File: config.mk
export PLATFORM = sky130hd
export DESIGN_NAME = sort_ctrl_flat
export DESIGN_NICKNAME = d
export VERILOG_FILES = /design/src/rtl/sort_ctrl_if.sv /design/src/rtl/sort_ctrl.sv /design/src/flat_wrapper.sv
export SDC_FILE = /design/constraint.sdc
export NUM_CORES = 1
export LEC_CHECK = 0
export CAP_MARGIN = 20
export CORE_MARGIN = 8
export CORE_UTILIZATION = 25
export CTS_BUF_LIST = sky130_fd_sc_hd__clkbuf_4 sky130_fd_sc_hd__clkbuf_8
export DETAILED_ROUTE_END_ITERATION = 8
export PLACE_DENSITY = 0.35
export SYNTH_ARGS = -nofsm -noshare
export SYNTH_HDL_FRONTEND = slang
export SYNTH_SLANG_ARGS = --single-unit
File: constraint.sdc
create_clock -name clk -period 4.7 [get_ports clk]
set_clock_uncertainty 0.2 [all_clocks]
set_input_delay 1.175 -clock clk [delete_from_list [all_inputs] [get_ports clk]]
set_output_delay 1.175 -clock clk [all_outputs]
set_load 0.005 [all_outputs]
File: src/rtl/sort_ctrl_if.sv
// Stream bundle for sort_ctrl: input stream, output stream and busy flag.
// slave is the sorter's view; master is the producer/consumer view.
interface sort_ctrl_if #(
  parameter int word_size = 16
);
  logic                 in_valid;
  logic                 in_ready;
  logic [word_size-1:0] in_data;
  logic                 out_valid;
  logic                 out_ready;
  logic [word_size-1:0] out_data;
  logic                 busy;

  modport slave (
    input  in_valid, in_data, out_ready,
    output in_ready, out_valid, out_data, busy
  );

  modport master (
    output in_valid, in_data, out_ready,
    input  in_ready, out_valid, out_data, busy
  );
endinterface

File: src/rtl/sort_ctrl.sv
// Block bubble sorter: loads DEPTH words, sorts ascending with one shared
// unsigned compare-and-swap per cycle, then drains the sorted block.
module sort_ctrl #(
  parameter int word_size = 16,
  parameter int DEPTH     = 8
) (
  input  logic        clk,
  input  logic        rst_n,
  sort_ctrl_if.slave  sif
);
  localparam int AW = $clog2(DEPTH);
  localparam int LW = AW + 1;

  typedef enum logic [1:0] {LOAD, SORT, DRAIN} state_t;

  state_t               state_q, state_d;
  logic [word_size-1:0] mem_q [DEPTH];
  logic [word_size-1:0] mem_d [DEPTH];
  logic [AW-1:0]        wr_ptr_q, wr_ptr_d;
  logic [AW-1:0]        rd_ptr_q, rd_ptr_d;
  logic [AW-1:0]        i_q, i_d;
  logic [LW-1:0]        lim_q, lim_d;
  logic                 swapped_q, swapped_d;

  // Shared comparator operands: the adjacent pair at compare index i.
  logic [AW-1:0]        ip1;
  logic [word_size-1:0] cmp_a, cmp_b;
  logic                 gt, sw_now, pass_end;

  assign ip1      = i_q + AW'(1);
  assign cmp_a    = mem_q[i_q];
  assign cmp_b    = mem_q[ip1];
  assign gt       = cmp_a > cmp_b;            // strict: equal words stay put
  assign sw_now   = swapped_q | gt;           // includes this cycle's swap
  assign pass_end = ({1'b0, i_q} == (lim_q - LW'(1)));

  // Handshake/status outputs decode registered state only.
  assign sif.in_ready  = (state_q == LOAD);
  assign sif.out_valid = (state_q == DRAIN);
  assign sif.busy      = (state_q == SORT);
  assign sif.out_data  = mem_q[rd_ptr_q];

  // State and datapath registers; reset clears the whole block.
  always_ff @(posedge clk or negedge rst_n) begin
    if (!rst_n) begin
      state_q   <= LOAD;
      wr_ptr_q  <= '0;
      rd_ptr_q  <= '0;
      i_q       <= '0;
      lim_q     <= LW'(DEPTH - 1);
      swapped_q <= 1'b0;
      for (int k = 0; k < DEPTH; k++) mem_q[k] <= '0;
    end else begin
      state_q   <= state_d;
      wr_ptr_q  <= wr_ptr_d;
      rd_ptr_q  <= rd_ptr_d;
      i_q       <= i_d;
      lim_q     <= lim_d;
      swapped_q <= swapped_d;
      mem_q     <= mem_d;
    end
  end

  // Next-state logic for load, compare-and-swap sweep and drain.
  always_comb begin
    state_d   = state_q;
    wr_ptr_d  = wr_ptr_q;
    rd_ptr_d  = rd_ptr_q;
    i_d       = i_q;
    lim_d     = lim_q;
    swapped_d = swapped_q;
    mem_d     = mem_q;
    unique case (state_q)
      LOAD: begin
        if (sif.in_valid) begin
          mem_d[wr_ptr_q] = sif.in_data;
          wr_ptr_d        = wr_ptr_q + AW'(1);
          if (wr_ptr_q == AW'(DEPTH - 1)) begin
            state_d   = SORT;
            wr_ptr_d  = '0;
            i_d       = '0;
            lim_d     = LW'(DEPTH - 1);
            swapped_d = 1'b0;
          end
        end
      end
      SORT: begin
        if (gt) begin
          mem_d[i_q] = cmp_b;
          mem_d[ip1] = cmp_a;
        end
        if (pass_end) begin
          if (!sw_now || lim_q == LW'(1)) begin
            state_d  = DRAIN;
            rd_ptr_d = '0;
          end else begin
            lim_d     = lim_q - LW'(1);
            i_d       = '0;
            swapped_d = 1'b0;
          end
        end else begin
          i_d       = ip1;
          swapped_d = sw_now;
        end
      end
      DRAIN: begin
        if (sif.out_ready) begin
          rd_ptr_d = rd_ptr_q + AW'(1);
          if (rd_ptr_q == AW'(DEPTH - 1)) begin
            state_d  = LOAD;
            rd_ptr_d = '0;
          end
        end
      end
      default: state_d = LOAD;
    endcase
  end
endmodule

File: src/flat_wrapper.sv
// flat-port wrapper written by rule: the top's interface ports become plain ports
module sort_ctrl_flat 
#(
  parameter int word_size = 16,
  parameter int DEPTH     = 8
)
  (clk, rst_n, sif_in_valid, sif_in_data, sif_out_ready, sif_in_ready, sif_out_valid, sif_out_data, sif_busy);
  sort_ctrl_if #(.word_size(word_size)) sif_i ();
  input  logic clk;
  input  logic rst_n;
  input wire logic [$bits(sif_i.in_valid)-1:0] sif_in_valid;
  input wire logic [$bits(sif_i.in_data)-1:0] sif_in_data;
  input wire logic [$bits(sif_i.out_ready)-1:0] sif_out_ready;
  output wire logic [$bits(sif_i.in_ready)-1:0] sif_in_ready;
  output wire logic [$bits(sif_i.out_valid)-1:0] sif_out_valid;
  output wire logic [$bits(sif_i.out_data)-1:0] sif_out_data;
  output wire logic [$bits(sif_i.busy)-1:0] sif_busy;
  assign sif_i.in_valid = sif_in_valid;
  assign sif_i.in_data = sif_in_data;
  assign sif_i.out_ready = sif_out_ready;
  assign sif_in_ready = sif_i.in_ready;
  assign sif_out_valid = sif_i.out_valid;
  assign sif_out_data = sif_i.out_data;
  assign sif_busy = sif_i.busy;
  sort_ctrl #(.word_size(word_size), .DEPTH(DEPTH)) u_core (.clk(clk), .rst_n(rst_n), .sif(sif_i));
endmodule
# Yosys cells after proc, flatten, opt, wreduce, memory -nomap -nowiden
# Index checks and enable logic that the tools add are counted.
dict set report totals {
  ff_bits 144
  in_bits 20
  word_cells 109
  out_inout_bits 19
}
dict set report classes {
  n_bitwise 5
  n_reduce_logical 14
  n_eq_ne 15
  add_sub_neg 4
  n_mux 49
  magnitude_cmp 8
}
# operator count
set op_table {}
lappend op_table {{$bwmux 128} 3}
lappend op_table {{$mux 128} 2}
lappend op_table {{$pmux 128 s2} 1}
lappend op_table {{$bmux 16 s3} 3}
lappend op_table {{$demux 16 s3} 3}
lappend op_table {{$mux 16} 9}
lappend op_table {{$mux 3} 9}
lappend op_table {{$ge 4x4->1 const B} 4}
lappend op_table {{$gt 16x16->1} 1}
lappend op_table {{$mux 4} 4}
lappend op_table {{$not 3->4} 4}
lappend op_table {{$lt 4x1->1 const B} 3}
lappend op_table {{$mux 2} 6}
lappend op_table {{$pmux 3 s2} 2}
lappend op_table {{$ne 2x1->1 const B} 5}
lappend op_table {{$add 3x1->3 const B} 3}
lappend op_table {{$pmux 4 s2} 1}
lappend op_table {{$reduce_and 4->1} 2}
lappend op_table {{$eq 3x3->1 const B} 2}
lappend op_table {{$ne 2x2->1 const B} 3}
lappend op_table {{$pmux 2 s3} 1}
lappend op_table {{$reduce_and 6->1} 1}
lappend op_table {{$reduce_and 5->1} 1}
lappend op_table {{$eq 3x4->1} 1}
lappend op_table {{15 further kinds} 21}

# Longest topological paths before layout
# Gate-level depths: netlist of the first run.
dict set report depth {
  word_depth 12
  mapped_depth 18
  ltp_nobuf 13
}

# Least setup slack after synthesis of the first run
# Ideal clock, no wire load.
dict set report synth_timing {
  kind {register to register}
  start {reg u_core.i_q[0]}
  end {reg u_core.mem_q[10] (netlist name)}
  stages_incl_launch_ff 18
  period_less_slack_ns 4.324
  t_required_ns 4.375
  arrival_ns 3.999
  setup_slack_ns 0.376
  path_cell_list {dfrtp_1 ha_1 buf_4 xor2_4 buf_8 buf_12 mux2_2 o21ai_2 inv_1 ha_1 a41o_1 a21oi_1 nor4_1 nor3_4 buf_6 o21ai_4 buf_8 mux2_4}
}
dict set report synth_via {
  elab_chain_cells 9
}
# element line
set synth_lines {}
lappend synth_lines {{start, declared} sort_ctrl.sv:21} ;# logic [AW-1:0] i_q, i_d;
lappend synth_lines {{start signal, assigned} sort_ctrl.sv:57} ;# i_q <= i_d;
lappend synth_lines {{branches (longest 9 deep; another with $gt 16x16->1)} --}
lappend synth_lines {{end signal, assigned} sort_ctrl.sv:60} ;# mem_q <= mem_d;
lappend synth_lines {{end, declared} sort_ctrl.sv:17} ;# logic [word_size-1:0] mem_q [DEPTH];
# Parallel ways; which one is timed is not known. The select of a mux whose other input is x is not followed.
# A chain may end at the register's enable or synchronous reset.

# Final worst setup path of the first run
dict set report layout_timing {
  start {reg u_core.i_q[0]}
  end {reg u_core.mem_q[15] (netlist name)}
}
# The elaborated chain is that of the path after synthesis.

==> results of run 1 <==
## worst register-to-register path, stage by stage (launching register included)
cell      delay, ns
dfrtp_4        0.56
ha_4           0.25
xor2_4         0.25
buf_12         0.21
mux4_1         0.55
mux2_2         0.37
inv_1          0.12
ha_1           0.15
nand4_1        0.16
nor4_4         0.28
a21boi_4       0.29
nor3_4         0.09
buf_4          0.18
o21ai_4        0.18
buf_4          0.23
mux2_2         0.36
## kinds of logic (layout without fill, tap and decap cells)
kind of cell / Yosys count / count (layout) / share of synthesized area (%)
compound gates: 299 / 299 / 21.12
simple gates: 300 / 300 / 11.40
buf+inv: 145 / 223 / 6.647
flops: 144 / 144 / 29.99
mux: 229 / 229 / 27.87
fa+ha+maj: 23 / 23 / 2.393
xor+xnor: 5 / 5 / 0.5827
other cells: 0 / 1 / 0
## what timing repair did
item | in CTS | in global routing
cloned | 0 | 3
pin swaps | 0 | 3
setup buffers | 0 | 5
gates resized for setup | 2 | 13
endpoints found under the setup margin | 36 | 112
## through the flow
stage	setup slack (ns)	power (W)	TNS (ns)
3_3_place_gp	-0.04512	0.01091	-0.6594
4_1_cts	0.03575	0.01208	0
6_report	0.1312	0.01250	0
5_1_grt	0.004567	0.01305	0
3_5_place_dp	-0.05108	0.01088	-0.3296
2_1_floorplan	0.3759	0.007305	0
## metal layers
metal / part of all wire [%] / wire length [um] / vias to the layer above / track usage, %
met4: 2.3 / 1347 / 0 / 6.330
met2: 44 / 25470 / 534 / 30.56
met1: 47 / 27060 / 5727 / 28.32
li1: - / - / 4676 / -
met5: 0 / 0 / - / 0
met3: 6.3 / 3643 / 69 / 3.488
## cell type report
cell class | instances | share of cell area, %
multi-input cells | 856 | 54.43
flip-flops and latches | 144 | 25.56
inverters | 43 | 1.168
well taps | 615 | 5.440
clock inverters | 13 | 1.150
repair buffers | 148 | 10.43
clock buffers | 19 | 1.805
diodes | 1 | 0.01769
## final timing paths
path                                              from                      endpoint  slack (ns)  cells past startpoint
setup reg to reg             u_core.i_q[0]$_DFFE_PN0P_  u_core.mem_q[15]$_DFFE_PN0P_        0.13                     15
setup / recovery             u_core.i_q[0]$_DFFE_PN0P_  u_core.mem_q[15]$_DFFE_PN0P_        0.13                     15
hold reg to reg            u_core.lim_q[2]$_DFFE_PN1P_   u_core.lim_q[2]$_DFFE_PN1P_        0.33                      2
max in group asynchronous                        rst_n  u_core.mem_q[43]$_DFFE_PN0P_        2.90                      2
min in group asynchronous                        rst_n   u_core.lim_q[3]$_DFFE_PN0P_        0.48                      1
hold / removal             u_core.lim_q[2]$_DFFE_PN1P_   u_core.lim_q[2]$_DFFE_PN1P_        0.33                      2
## sequential cells by signal, indices dropped and copies added, names as in the netlist
signal            flops
u_core.state_q        2
u_core.wr_ptr_q       3
u_core.mem_q        128
u_core.rd_ptr_q       3
u_core.swapped_q      1
u_core.i_q            3
u_core.lim_q          4
## cell usage after synthesis (4+ instances only)
master and count:
and2_1 14, nor3_1 11, o21ai_0 32, buf_6 14, inv_1 41, nor2_1 37
o21a_1 4, buf_1 9, a221oi_1 20, ha_1 23, nand3_1 34, a221o_1 10
a31oi_1 4, mux2i_1 41, o21ai_2 6, nor2b_1 9, o31ai_1 4, a21oi_1 17
mux4_1 5, clkbuf_1 31, dfrtp_1 141, a2bb2oi_1 5, mux2_2 93, a32oi_1 6
o221ai_1 81, or3_1 4, o211ai_1 23, mux2_4 19, nand3b_1 5, buf_4 16
buf_2 28, o21ai_1 10, a222oi_1 40, nand2b_1 4, mux2_1 10, mux4_2 59
nand2_1 162
## report_power, final
group | leakage (nW) | internal (W) | total, W | switching, W
clock network | 0.205 | 0.000544 | 0.00113 | 0.000584
logic | 3.32 | 0.00361 | 0.00896 | 0.00535
registers | 1.95 | 0.00171 | 0.00241 | 0.000699
total | 5.47 | 0.00587 | 0.0125 | 0.00663
==> summary.txt, run 1 <==
Fin. max-slew vios: 0
Most common cell after layout, fill and taps aside: nand2_1
Dominant cell type by area after synthesis: dfrtp_1
Hold_ws: 0.3271 ns
Worst VDD drop: 0.2884 mV
CP Cell Sequence: ha_4, xor2_4, buf_12, mux4_1, mux2_2, inv_1, ha_1, nand4_1, nor4_4, a21boi_4, nor3_4, buf_4, o21ai_4, buf_4, mux2_2
Avg Cell Area, Syn: 10.50 um2
Die height: 235.3 um
Worst-margin pin slew: 1.083 ns
Clk root buf: clkbuf_8
Initial antenna violation count: 1
Synth area leaders: dfrtp_1 29%, mux4_2 11%, mux2_2 8.7%, o221ai_1 5.9%, nand2_1 5.1%
Critical Path RT: 4.91 ns
Number of remaining DRC errors: 0
Sink Count: 144
TritonRoute pass-1 iters: 9
Fillers: 4,995
Worst-path clk slew: 0.09 ns
GP Congestion: 0.8758
Unique cell type count in the Yosys netlist: 87
Initial Utilization: 25.24%
CP Class: register to register
Slowest stage delay, CP: 0.56 ns
Critical path fanouts, max: 11
# setup viols final: 0
RSZ-0062 raised after global routing: no
Inst Count DP: 1,798
Largest net degree at the start of global routing: 73
Post-synthesis cell area: 12,030 um2
# IOs: 39
Slew headroom: 27.79%
Row count: 80
Setup crit end kind: register
MaxCap Viol Count: 0
Die area: 55,380 um2
Endpoints failing hold: 0
Min Tclk post-route: 4.569 ns
Top_reg_cell synth: dfrtp_1
Leakage: 5.473 nW
CP max-delay cell: dfrtp_4
First-pass GRT wire length: 81.82 mm
Final Cycle Share: 97.21%
H-tree depth: 4
Post-synthesis net count: 1,188
WL final: 57.52 mm
Non-Filler Instances: 1,839
Sequential cell area: 3616 um2
Area of the core: 47,650 um2
Top cell type's share of synthesized area: 29.34%
CTS tree: done
HPWL after detailed placement: 39.52 mm
Clock Latency Late Sink: 0.54 ns
Total Routing Usage GR: 19.99%
HP Class: register to register
Cell family with most CP delay: multiplexers
Status: finished clean
Commonest cells after routing, fill and taps aside: 161 x nand2_1, 136 x dfrtp_1, 93 x mux2_2
WL per Instance: 31.28 um
Vias per cell: 5.985
Post-synth EDFFs: 0
Ys Warns: 0
Area of the multi-input gates: 7699 um2
Drt initial violations: 1,365
FMAX: 218.9 MHz
Total congestion overflow: 0
Startpoint types: register
Placed Area: 13,530 um2
Fraction of registers with async set or reset after synthesis: 100.0%
Worst path buffer plus inverter count: 4
Fin nets: 1,253
Synth-to-Final Area Change: 17.60%
Sequential fraction of the synthesis area: 29.99%
Vias after detailed routing: 11,010
CTS Buf Count: 17
Worst Path Arrival: 4.78 ns
Power Dens Cells: 883.6 nW/um2
Antenna-violating nets left: 0
Finished Cell Area: 14,140 um2
Post-layout util: 29.69%
Vias in the first global route: 10,930
CTS max path bufs: 2
IO buf count: 38
Cts hold-fix bufs: 0
Layout cells sized above 1: 29.93%
Die width: 235.3 um
Mapped Cells: 1,145
Yosys reg bits: 144
Note: power is estimated with default switching activity, not from simulation.
==> run 2, diff against run 1 <==
- CORE_MARGIN: 8 -> 5
- GPL_ROUTABILITY_DRIVEN: default -> 0
==> run 2 against run 1 <==
Effect of this change:
- the flow now finishes with violations (design-rule violations)
- final area is 0.23% higher
- critical endpoint is now u_core.mem_q[23]$_DFFE_PN0P_
- highest routed layer unchanged
- largest power group unchanged
- flip-flop and latch count stayed put
- power is 0.11% lower
==> summary.txt, run 2 (synthesis gave the netlist of run 1 again) <==
Die width: 229.3 um (was 235.3 um)
Largest registers: u_core.mem_q: 128 flops, u_core.lim_q: 4 flops (unchanged)
Antenna-violating nets left: 0 (unchanged)
Largest net degree at the start of global routing: 85 (was 73)
Status: finished, violations left (was finished clean)
Setup WS pre-CTS: 0.004366 ns (was -0.05108 ns)
FMAX: 218.5 MHz (was 218.9 MHz)
Fin nets: 1,250 (was 1,253)
Final worst setup slack: 0.1240 ns (was 0.1312 ns)
Most common cell after layout, fill and taps aside: nand2_1 (unchanged)
CTS Buf Count: 17 (unchanged)
Fin. max-slew vios: 0 (unchanged)
MaxCap Viol Count: 0 (unchanged)
Startpoint types: register (unchanged)
Layout cells sized above 1: 29.92% (was 29.93%)
Initial antenna violation count: 1 (unchanged)
Row count: 80 (unchanged)
Clk root buf: clkbuf_8 (unchanged)
Die area: 52,600 um2 (was 55,380 um2)
CP Class: register to register (unchanged)
Commonest cells after routing, fill and taps aside: 161 x nand2_1, 136 x dfrtp_1, 93 x mux2_2 (unchanged)
Endpoints failing hold: 0 (unchanged)
WL per Instance: 30.29 um (was 31.28 um)
Clock Latency Late Sink: 0.53 ns (was 0.54 ns)
Initial Utilization: 25.24% (unchanged)
Setup crit end kind: register (unchanged)
Vias per cell: 5.984 (was 5.985)
Synth-to-Final Area Change: 17.87% (was 17.60%)
Total congestion overflow: 0 (unchanged)
Min Tclk post-route: 4.576 ns (was 4.569 ns)
Total Routing Usage GR: 20.56% (was 19.99%)
CTS max path bufs: 2 (unchanged)
HP Class: register to register (unchanged)
HPWL after detailed placement: 39.31 mm (was 39.52 mm)
Vias after detailed routing: 10,990 (was 11,010)
Cts hold-fix bufs: 0 (unchanged)
Slew headroom: 22.43% (was 27.79%)
Area of the core: 47,650 um2 (unchanged)
Setup_tns: 0 ns (unchanged)
Critical path fanouts, max: 12 (was 11)
Vias in the first global route: 10,590 (was 10,930)
Leakage: 5.493 nW (was 5.473 nW)
Worst VDD drop: 0.3754 mV (was 0.2884 mV)
Number of flip-flops under the largest register name: 128 (unchanged)
First-pass GRT wire length: 79.47 mm (was 81.82 mm)
CTS tree: done (unchanged)
# setup viols final: 0 (unchanged)
Die height: 229.3 um (was 235.3 um)
Violated checks: design-rule violations
Worst-path clk slew: 0.09 ns (about the same)
Critical Path RT: 4.91 ns (about the same)
Sink Count: 144 (unchanged)
WL final: 55.62 mm (was 57.52 mm)
H-tree depth: 4 (unchanged)
TritonRoute pass-1 iters: 9 (unchanged)
Power Dens Cells: 880.7 nW/um2 (was 883.6 nW/um2)
Worst-margin pin slew: 1.157 ns (was 1.083 ns)
Largest Register: u_core.mem_q (unchanged)
# IOs: 39 (unchanged)
Final Cycle Share: 97.36% (was 97.21%)
Total power: 0.01249 W (was 0.01250 W)
Number of remaining DRC errors: 1 (was 0)
IO buf count: 38 (unchanged)
Drt initial violations: 1,412 (was 1,365)
Worst Path Arrival: 4.78 ns (about the same)
run 2: worst max-delay path, stage by stage, from the launching register on:
cell	delay [ns]
dfrtp_4	0.53
ha_4	0.23
xor2_4	0.23
buf_6	0.20
mux4_1	0.56
mux2_2	0.38
inv_1	0.09
ha_1	0.15
nand4_1	0.16
nor4_4	0.35
a21boi_4	0.27
nor3_4	0.06
buf_12	0.16
buf_6	0.12
o21ai_4	0.18
buf_12	0.22
mux2_2	0.35
run 2: timing repair:
action | CTS | global route
pin swaps | 1 | 4
gates resized for setup | 1 | 16
setup buffers | 0 | 4
setup endpoints to repair | 11 | 114
cloned | 0 | 1
run 2: per-stage QoR:
step	utilization, %	hold slack [ns]	std cells	cell area, um2
6_report	29.76	0.3228	1836	14180
5_1_grt	29.76	0.3417	1836	14180
4_1_cts	29.42	0.3245	1830	14020
3_5_place_dp	28.41	0.3111	1798	13530
3_3_place_gp	28.41	0.3117	1798	13530
2_1_floorplan	-	0.2937	1145	12030
run 2: power by group:
group | total [W] | internal [W] | switching (W) | leakage, nW
Combinational | 0.00881 | 0.00363 | 0.00519 | 3.30
Sequential | 0.00241 | 0.00171 | 0.000702 | 1.95
Clock | 0.00126 | 0.000700 | 0.000556 | 0.243
Total | 0.0125 | 0.00604 | 0.00645 | 5.49
run 2: metal layers:
layer  up-vias  routed length, um  track usage (%)
met4         0               1265            5.356
met1      5691              25010            29.79
met2       549              25330            31.83
met3        75               4008            3.542
li1       4672                  -                -
met5         -                  0                0
run 2: path summary, 6_finish.rpt:
kind | from | slack, ns | end | cells after the start
worst max-delay path | u_core.i_q[0]$_DFFE_PN0P_ | 0.12 | u_core.mem_q[23]$_DFFE_PN0P_ | 16
worst min register to register | u_core.lim_q[1]$_DFFE_PN1P_ | 0.32 | u_core.lim_q[1]$_DFFE_PN1P_ | 1
min in group asynchronous | rst_n | 0.45 | u_core.lim_q[3]$_DFFE_PN0P_ | 1
max in group asynchronous | rst_n | 2.90 | u_core.mem_q[88]$_DFFE_PN0P_ | 2
worst min-delay path | u_core.lim_q[1]$_DFFE_PN1P_ | 0.32 | u_core.lim_q[1]$_DFFE_PN1P_ | 1
worst max register to register | u_core.i_q[0]$_DFFE_PN0P_ | 0.12 | u_core.mem_q[23]$_DFFE_PN0P_ | 16
run 2: final cells by class:
class | count | area [um2]
inverter | 43 | 161.4
timing repair buffer | 145 | 1433
clock inverter | 9 | 176.4
tap | 615 | 769.5
multi-input combinational | 856 | 7715
fill | 4928 | 33470
antenna | 1 | 2.502
sequential | 144 | 3616
clock buffer | 23 | 304.0
